**src/rtl/if_stage_if.sv**
```systemverilog
// Instruction-fetch stage bus bundle: imem request/response, redirect input and decode-side output.
// master = fetch stage view, slave = memory/decode/branch environment view.
interface if_stage_if;
    localparam int unsigned XLEN = 32;

    logic            imem_req;
    logic [XLEN-1:0] imem_addr;
    logic            imem_gnt;
    logic            imem_rvalid;
    logic [XLEN-1:0] imem_rdata;

    logic            redirect;
    logic [XLEN-1:0] redirect_pc;

    logic            out_valid;
    logic            out_ready;
    logic [XLEN-1:0] out_inst;
    logic [XLEN-1:0] out_pc;
    logic [XLEN-1:0] out_pc4;

    modport master (
        output imem_req, imem_addr,
        input  imem_gnt, imem_rvalid, imem_rdata,
        input  redirect, redirect_pc,
        output out_valid, out_inst, out_pc, out_pc4,
        input  out_ready
    );

    modport slave (
        input  imem_req, imem_addr,
        output imem_gnt, imem_rvalid, imem_rdata,
        output redirect, redirect_pc,
        input  out_valid, out_inst, out_pc, out_pc4,
        output out_ready
    );
endinterface

```
**src/rtl/if_stage.sv**
```systemverilog
// Instruction fetch stage: one outstanding imem request, output register plus one-entry skid buffer,
// redirect flushes buffered words and kills the in-flight response.
module if_stage #(
    parameter logic [31:0] RESET_PC = 32'h0000_0000
) (
    input  logic        clk,
    input  logic        arst_n,
    if_stage_if.master  bus
);
    localparam int unsigned XLEN = 32;
    localparam logic [XLEN-1:0] INST_STEP = XLEN'(4);

    typedef enum logic [1:0] {IDLE, REQ, WAIT} state_e;

    typedef struct packed {
        logic [XLEN-1:0] inst;
        logic [XLEN-1:0] pc;
        logic [XLEN-1:0] pc4;
    } fetch_t;

    state_e          state, state_next;
    logic [XLEN-1:0] pc, pc_next;
    logic [XLEN-1:0] tag_pc, tag_pc_next;
    logic            kill, kill_next;
    logic            armed;

    fetch_t          out_q, skid_q, resp;
    logic            out_valid_q, skid_valid_q, skid_valid_next;
    logic            consume, accept;

    assign consume = out_valid_q & bus.out_ready;
    // A response is only usable if it belongs to a live fetch and no flush happens this cycle
    assign accept  = (state == WAIT) & bus.imem_rvalid & ~kill & ~bus.redirect;

    always_comb begin
        resp.inst = bus.imem_rdata;
        resp.pc   = tag_pc;
        resp.pc4  = tag_pc + INST_STEP;
    end

    // Skid occupancy after this cycle's update; decides WAIT exit
    always_comb begin
        skid_valid_next = skid_valid_q;
        if (bus.redirect) begin
            skid_valid_next = 1'b0;
        end else if (consume) begin
            skid_valid_next = skid_valid_q & accept;
        end else if (accept && out_valid_q) begin
            skid_valid_next = 1'b1;
        end
    end

    // Next-state logic
    always_comb begin
        state_next  = state;
        pc_next     = pc;
        tag_pc_next = tag_pc;
        kill_next   = kill;
        unique case (state)
            IDLE: begin
                if (bus.redirect || (armed && !skid_valid_q)) begin
                    state_next = REQ;
                end
            end
            REQ: begin
                if (bus.imem_gnt) begin
                    state_next  = WAIT;
                    tag_pc_next = pc;
                    pc_next     = pc + INST_STEP;
                    kill_next   = bus.redirect;
                end
            end
            WAIT: begin
                if (bus.imem_rvalid) begin
                    kill_next  = 1'b0;
                    state_next = skid_valid_next ? IDLE : REQ;
                end else if (bus.redirect) begin
                    kill_next  = 1'b1;
                end
            end
            default: begin
                state_next = IDLE;
            end
        endcase
        if (bus.redirect) begin
            pc_next = bus.redirect_pc;
        end
    end

    // Control state; armed delays the first request by one cycle after reset release
    always_ff @(posedge clk or negedge arst_n) begin
        if (!arst_n) begin
            state  <= IDLE;
            pc     <= RESET_PC;
            tag_pc <= '0;
            kill   <= 1'b0;
            armed  <= 1'b0;
        end else begin
            state  <= state_next;
            pc     <= pc_next;
            tag_pc <= tag_pc_next;
            kill   <= kill_next;
            armed  <= 1'b1;
        end
    end

    // Output register and skid buffer
    always_ff @(posedge clk or negedge arst_n) begin
        if (!arst_n) begin
            out_q        <= '0;
            skid_q       <= '0;
            out_valid_q  <= 1'b0;
            skid_valid_q <= 1'b0;
        end else begin
            skid_valid_q <= skid_valid_next;
            if (bus.redirect) begin
                out_valid_q <= 1'b0;
            end else if (consume) begin
                if (skid_valid_q) begin
                    out_q       <= skid_q;
                    out_valid_q <= 1'b1;
                    if (accept) begin
                        skid_q <= resp;
                    end
                end else if (accept) begin
                    out_q       <= resp;
                    out_valid_q <= 1'b1;
                end else begin
                    out_valid_q <= 1'b0;
                end
            end else if (accept) begin
                if (!out_valid_q) begin
                    out_q       <= resp;
                    out_valid_q <= 1'b1;
                end else begin
                    skid_q <= resp;
                end
            end
        end
    end

    assign bus.imem_req  = (state == REQ);
    assign bus.imem_addr = pc;
    assign bus.out_valid = out_valid_q;
    assign bus.out_inst  = out_q.inst;
    assign bus.out_pc    = out_q.pc;
    assign bus.out_pc4   = out_q.pc4;

endmodule

```
**src/flat_wrapper.sv**
```systemverilog
// flat-port wrapper written by rule: the top's interface ports become plain ports
module if_stage_flat 
#(
    parameter logic [31:0] RESET_PC = 32'h0000_0000
)
  (clk, arst_n, bus_imem_req, bus_imem_addr, bus_imem_gnt, bus_imem_rvalid, bus_imem_rdata, bus_redirect, bus_redirect_pc, bus_out_valid, bus_out_inst, bus_out_pc, bus_out_pc4, bus_out_ready);
  if_stage_if bus_i ();
  input  logic clk;
  input  logic arst_n;
  output wire logic [$bits(bus_i.imem_req)-1:0] bus_imem_req;
  output wire logic [$bits(bus_i.imem_addr)-1:0] bus_imem_addr;
  input wire logic [$bits(bus_i.imem_gnt)-1:0] bus_imem_gnt;
  input wire logic [$bits(bus_i.imem_rvalid)-1:0] bus_imem_rvalid;
  input wire logic [$bits(bus_i.imem_rdata)-1:0] bus_imem_rdata;
  input wire logic [$bits(bus_i.redirect)-1:0] bus_redirect;
  input wire logic [$bits(bus_i.redirect_pc)-1:0] bus_redirect_pc;
  output wire logic [$bits(bus_i.out_valid)-1:0] bus_out_valid;
  output wire logic [$bits(bus_i.out_inst)-1:0] bus_out_inst;
  output wire logic [$bits(bus_i.out_pc)-1:0] bus_out_pc;
  output wire logic [$bits(bus_i.out_pc4)-1:0] bus_out_pc4;
  input wire logic [$bits(bus_i.out_ready)-1:0] bus_out_ready;
  assign bus_imem_req = bus_i.imem_req;
  assign bus_imem_addr = bus_i.imem_addr;
  assign bus_i.imem_gnt = bus_imem_gnt;
  assign bus_i.imem_rvalid = bus_imem_rvalid;
  assign bus_i.imem_rdata = bus_imem_rdata;
  assign bus_i.redirect = bus_redirect;
  assign bus_i.redirect_pc = bus_redirect_pc;
  assign bus_out_valid = bus_i.out_valid;
  assign bus_out_inst = bus_i.out_inst;
  assign bus_out_pc = bus_i.out_pc;
  assign bus_out_pc4 = bus_i.out_pc4;
  assign bus_i.out_ready = bus_out_ready;
  if_stage #(.RESET_PC(RESET_PC)) u_core (.clk(clk), .arst_n(arst_n), .bus(bus_i));
endmodule
```
**config.mk**
```make
export PLATFORM = sky130hd
export DESIGN_NAME = if_stage_flat
export DESIGN_NICKNAME = d
export VERILOG_FILES = /design/src/rtl/if_stage_if.sv /design/src/rtl/if_stage.sv /design/src/flat_wrapper.sv
export SDC_FILE = /design/constraint.sdc
export NUM_CORES = 1
export LEC_CHECK = 0
export CELL_PAD_IN_SITES_DETAIL_PLACEMENT = 1
export CELL_PAD_IN_SITES_GLOBAL_PLACEMENT = 2
export CORE_MARGIN = 3
export CORE_UTILIZATION = 33
export CTS_CLUSTER_SIZE = 8
export DETAILED_ROUTE_END_ITERATION = 16
export GPL_TIMING_DRIVEN = 0
export PLACE_DENSITY = 0.77
export SKIP_CTS_REPAIR_TIMING = 1
export SLEW_MARGIN = 20
export SYNTH_ARGS = -nofsm -noshare
export SYNTH_HDL_FRONTEND = slang
export SYNTH_SLANG_ARGS = --single-unit
export TNS_END_PERCENT = 1
```
**constraint.sdc**
```tcl
create_clock -name clk -period 2.2 [get_ports clk]
set_clock_uncertainty 0.15 [all_clocks]
set_input_delay 0.44 -clock clk [delete_from_list [all_inputs] [get_ports clk]]
set_output_delay 0.44 -clock clk [all_outputs]
set_load 0.03 [all_outputs]
```
Word-level counts from Yosys, hierarchy flattened:

Cells that the tools add are included.

* add/subtract/negate cells: 2
* $mul: 0
* div/mod/pow operators: 0
* magnitude comparators: 0
* eq/ne operators: 9
* shift operators: 0
* multiplexer cells: 29
* bitwise gates (word level): 7
* reductions and logical operators: 18

Operators with widths (count)
* 2-to-1 mux 96 bit: 9
* 2-to-1 mux 32 bit: 3
* adder 32 x 3 -> 32 bit, second input constant: 2
* 2-to-1 mux 1 bit: 12
* nonzero test 2 bit: 6
* 2-to-1 mux 2 bit: 3
* inequality test 2 x 1 -> 1 bit, second input constant: 3
* inequality test 2 bit, second input constant: 3
* case mux 2 bit (3 select lines): 1
* AND reduction 3 bit: 2
* AND 1 bit: 5
* AND reduction 5 bit: 1
* AND reduction 2 bit: 2
* AND reduction 4 bit: 1
* inequality test 3 bit, second input constant: 1
* nonzero test 3 bit: 1
* == test 2 x 1 -> 1 bit, second input constant: 1
* == test 2 bit, second input constant: 1
* logical AND 1 bit: 2
* zero test 2 bit: 1
* NOT 1 bit: 2
* case mux 1 bit (2 select lines): 1
* zero test 1 bit: 1
* logical OR 1 bit: 1

* flip-flop bits (word level): 262
* latch bits: 0
* memory bits (writable): 0
* bits in read-only memories: 0
* input port bits: 70
* logic and storage cells: 78
* memories kept: 0

Depth between registers and ports, before layout:

* depth after elaboration: 11
* depth in mapped cells: 8
* gate-level depth less buffers: 6

Worst setup path before layout:

No wires, ideal clock.

* path kind: reg-to-reg
* from: register u_core.pc[2] (netlist: u_core.bus.imem_addr[2])
* to: register u_core.pc[18] (netlist: u_core.bus.imem_addr[18])
* data arrival time: 1.840 ns
* setup slack: 0.085 ns
* cell stages (with the launch flop): 8
* buffers on the path: 1
* period minus slack after synthesis: 2.115 ns
* path through: dfrtp_1 ha_1 and4_1 clkbuf_1 and4_1 nand2_1 xnor2_1 mux2_2

* word-level cells in the longest chain between the ends: 4

Ends and longest elaborated chain
* start, declared: line if_stage.sv:22 `logic [XLEN-1:0] pc, pc_next;`
* start signal, assigned: line if_stage.sv:100 `pc <= pc_next;`
* adder 32 x 3 -> 32 bit: line if_stage.sv:69 `pc_next = pc + INST_STEP;`
* 2-to-1 mux 32 bit: line if_stage.sv:66 `if (bus.imem_gnt) begin`
* 2-to-1 mux 32 bit: line if_stage.sv:59 `unique case (state)`
* 2-to-1 mux 32 bit: line if_stage.sv:85 `if (bus.redirect) begin`

Every way passes these cells. The select of a mux whose other input is x is not followed.
A chain may end at the register's enable or synchronous reset.

Final worst setup path:

* from: register u_core.tag_pc[4]
* to: register u_core.out_q, in the netlist u_core.bus.out_pc4[23]

* word-level cells in the longest chain between the ends: 4

Ends and longest elaborated chain
* start, declared: line if_stage.sv:23 `logic [XLEN-1:0] tag_pc, tag_pc_next;`
* start signal, assigned: line if_stage.sv:101 `tag_pc <= tag_pc_next;`
* adder 32 x 3 -> 32 bit *: line if_stage.sv:38 `resp.pc4 = tag_pc + INST_STEP;`
* 2-to-1 mux 96 bit (on tied branches): line if_stage.sv:132, if_stage.sv:125
* 2-to-1 mux 96 bit (on tied branches): line if_stage.sv:131, if_stage.sv:119
* 2-to-1 mux 96 bit *: line if_stage.sv:118 `end else if (consume) begin`
* end signal, assigned: line if_stage.sv:120 `out_q <= skid_q;`
* end signal, assigned: line if_stage.sv:126 `out_q <= resp;`
* end signal, assigned: line if_stage.sv:133 `out_q <= resp;`
* end, declared: line if_stage.sv:27 `fetch_t out_q, skid_q, resp;`

Every way passes the cells marked *; elsewhere a longest branch is shown, timed or not. The select of a mux whose other input is x is not followed.

==> summary.md <==
| Metric | Value |
|---|---|
| Worst path top cell family by delay | simple AND/OR/NAND/NOR gates |
| HPWL after DPL | 26.7 mm |
| Die width | 194 um |
| Worst Setup End Kind | register |
| Final ANT Viol Nets | 0 |
| Maximum clock frequency | 0.458 GHz |
| Detailed Route WL | 36.7 mm |
| Final Critical Period | 2.18 ns |
| Share of layout cells above drive strength 1 | 14.4% |
| Antenna Cells | 0 |
| Worst slack, placed | -1.12 ns |
| GR Overflow Total | 0 |
| Least-Margin Pin Slew | 0.763 ns |
| Core area | 0.0346 mm^2 |
| Global-route wire length before repair | 58.3 mm |
| Die area | 0.0375 mm^2 |
| Fraction of registers with async set/reset | 100% |
| Peak supply drop | 0.560 mV |
| Largest stage delay on the critical path | 0.47 ns |
| Area after DPL | 0.0142 mm^2 |
| Routability cong. | 0.811 |
| Synth Flop Type | dfrtp_1 |
| Port buffer count | 199 |
| Final Max Tran Viols | 0 |
| Worst EP arrival | 2.41 ns |
| Iter 0 DRT Violations | 328 |
| Syn Area/Cell | 9.71 um^2 |
| DRC | 0 |
| Worst-path maximum fanout | 9 |
| Critical-path cell with the highest stage delay | dfrtp_2 |
| CP Buf/Inv Count | 0 |
| Final setup vio count | 0 |
| PD cells | 1250 mW/mm^2 |
| # fillers | 3883 |
| Hold WS | 0.323 ns |
| Area leader, netlist | dfrtp_1 |
| Pin count of the biggest net entering global routing | 93 |
| Die H | 194 um |
| Mapped cell area | 0.0116 mm^2 |
| WP data required | 2.43 ns |
| Gate Count Post-Synth | 1197 |
| Synth area leaders | dfrtp_1, nand2_1, mux2_2 |
| Seq/Total Area, Yosys | 55.5% |
| Max-cap violation count | 0 |
| Yosys cell types | 50 |
| Clock insertion delay at the later pin of the skew report | 0.50 ns |
| Crit path launch type | register |
| Crit Path Class | reg -> reg |
| Gr usage total | 19.3% |
| Run status | completed |
| Worst min-delay path class | reg -> reg |
| Number of synthesized register bits | 258 |
| Clock Path Buffers | 3 |
| Slew margin rel. | 49.1% |
| Routed len/inst | 19.3 um |
| Crit-path cells | and4_2, nand4_1, o31a_2, nor3_1, o21ai_0 |
| Htree depth | 2 |
| Final #Nets | 1510 |
| Worst-path clk slew | 0.05 ns |
| Avg Vias per Cell | 5.02 |
| Unrepaired setup endpoints after global routing | yes |
| Clk sinks | 258 |
| First-pass DRT Iterations | 4 |
| Cts bufs inserted | 38 |
| Top-area cell type share of the netlist area | 55.5% |
| Synthesis Warnings | 0 |
| Initial antenna violation count | 1 |
| Final instance area | 0.0155 mm^2 |
| Period utilization | 99.2% |
| Vias post-DR | 9516 |
| Std cell rows | 68 |
| Syn nets | 1269 |
| Most common cell after layout, fill and taps aside | nand2_1 |
| CTS root buf | clkbuf_16 |
| EDFF count, synth | 0 |
| Final Hold Fails | 0 |
| Worst setup margin | 0.0187 ns |
| Vias in the first global route | 9908 |
| Area growth syn-to-layout | 33.6% |
| CTS tree | yes |
| Initial core utilization | 33.6% |
| Commonest cells after routing, fill and taps aside | nand2_1, dfrtp_1, clkdlybuf4s50_1 |
| IO Pins | 200 |
| Leakage | 7.39 nW |
-- worst min-delay path, delay by kind of cell, from the launching register on --
| kind | cells | cell delay, ns |
|---|---|---|
| flip-flops | 1 | 0.34 |
| AO/OA/AOI/OAI | 1 | 0.06 |
| AND/OR/NAND/NOR | 1 | 0.04 |
-- report_power, final --
group	total (mW)	internal, mW	switching [mW]
Combinational	7.02	2.82	4.19
Clock	5.20	3.23	1.97
Sequential	7.19	6.04	1.15
-- state kept, by name, summed over array words and instances (netlist names) --
signal	cells
u_core.skid_q	94
u_core.bus.imem_addr	32
u_core.bus.out_inst	32
u_core.bus.out_pc4	32
u_core.tag_pc	32
u_core.bus.out_pc	30
u_core.state	2
u_core.armed	1
u_core.bus.out_valid	1
u_core.kill	1
u_core.skid_valid_q	1
-- cell usage after synthesis, types with 2 or more instances --
master	count
a21oi_1	12
a31oi_1	65
and2_1	3
and3_1	9
and4_1	10
buf_1	6
buf_2	17
buf_4	6
buf_6	7
clkbuf_1	47
dfrtp_1	258
ha_1	2
inv_1	12
mux2_2	72
mux2i_1	2
nand2_1	324
nand2b_1	3
nand3_1	34
nand4_1	20
nor2_1	83
nor2b_1	3
nor3_1	16
nor3_2	3
nor4_1	10
o211ai_1	9
o211ai_2	2
o21ai_0	83
o21ai_1	4
o31a_1	5
or2_2	2
xnor2_1	19
xor2_1	31
-- path summary, 6_finish.rpt --
| kind | start | endpoint | slack [ns] | depth (start not counted) |
|---|---|---|---|---|
| worst min register to register | u_core.skid_q[26] | u_core.skid_q[26] | 0.32 | 2 |
| min in group asynchronous | arst_n | u_core.bus.out_inst[24] | 0.36 | 2 |
| worst max register to register | u_core.tag_pc[4] | u_core.bus.out_pc4[23] | 0.02 | 5 |
| max in group asynchronous | arst_n | u_core.tag_pc[22] | 0.58 | 3 |
| worst max-delay path | u_core.tag_pc[4] | u_core.bus.out_pc4[23] | 0.02 | 5 |
| worst min-delay path | u_core.skid_q[26] | u_core.skid_q[26] | 0.32 | 2 |
-- area by class of cell --
type / count / area (um^2) / area share [%]
clock inverter: 2 / 38.8 / 0.250
timing repair buffer: 203 / 2190 / 14.1
multi-input combinational: 842 / 4760 / 30.6
buffer: 83 / 478 / 3.08
tap: 455 / 569 / 3.66
inverter: 12 / 45.0 / 0.290
clock buffer: 41 / 983 / 6.33
sequential: 258 / 6470 / 41.6
-- cell families after synthesis --
group                      Yosys count  synth area share [%]
xor gates and xnor gates            50                  3.77
DFF                                258                  55.5
AOI/OAI and AO/OA                  186                  9.37
adders and majority gates            2                 0.215
other                                1                0.0323
and+or+nand+nor                    529                  19.9
muxes                               74                  7.15
buffers and inverters               97                  4.06
-- stage by stage --
step                      std cells  power (mW)  setup TNS, ns  util [%]
after global placement         1851        14.2       -3002.16      41.0
after detailed placement       1853        14.4        -158.70      41.1
after global routing           1896        20.5          -2.60      44.9
after CTS                      1896        19.7         -61.34      44.1
after floorplan                1197        11.0              0         -
final                          1896        19.4              0      44.9
-- metal layers --
layer	vias up	GRT usage, %	wire length (um)
met4	2	5.06	854
met2	236	30.7	16700
met3	58	3.84	1820
li1	4544	-	-
met1	4676	27.0	17300
met5	-	0	9
(Power assumes the default switching activity.)
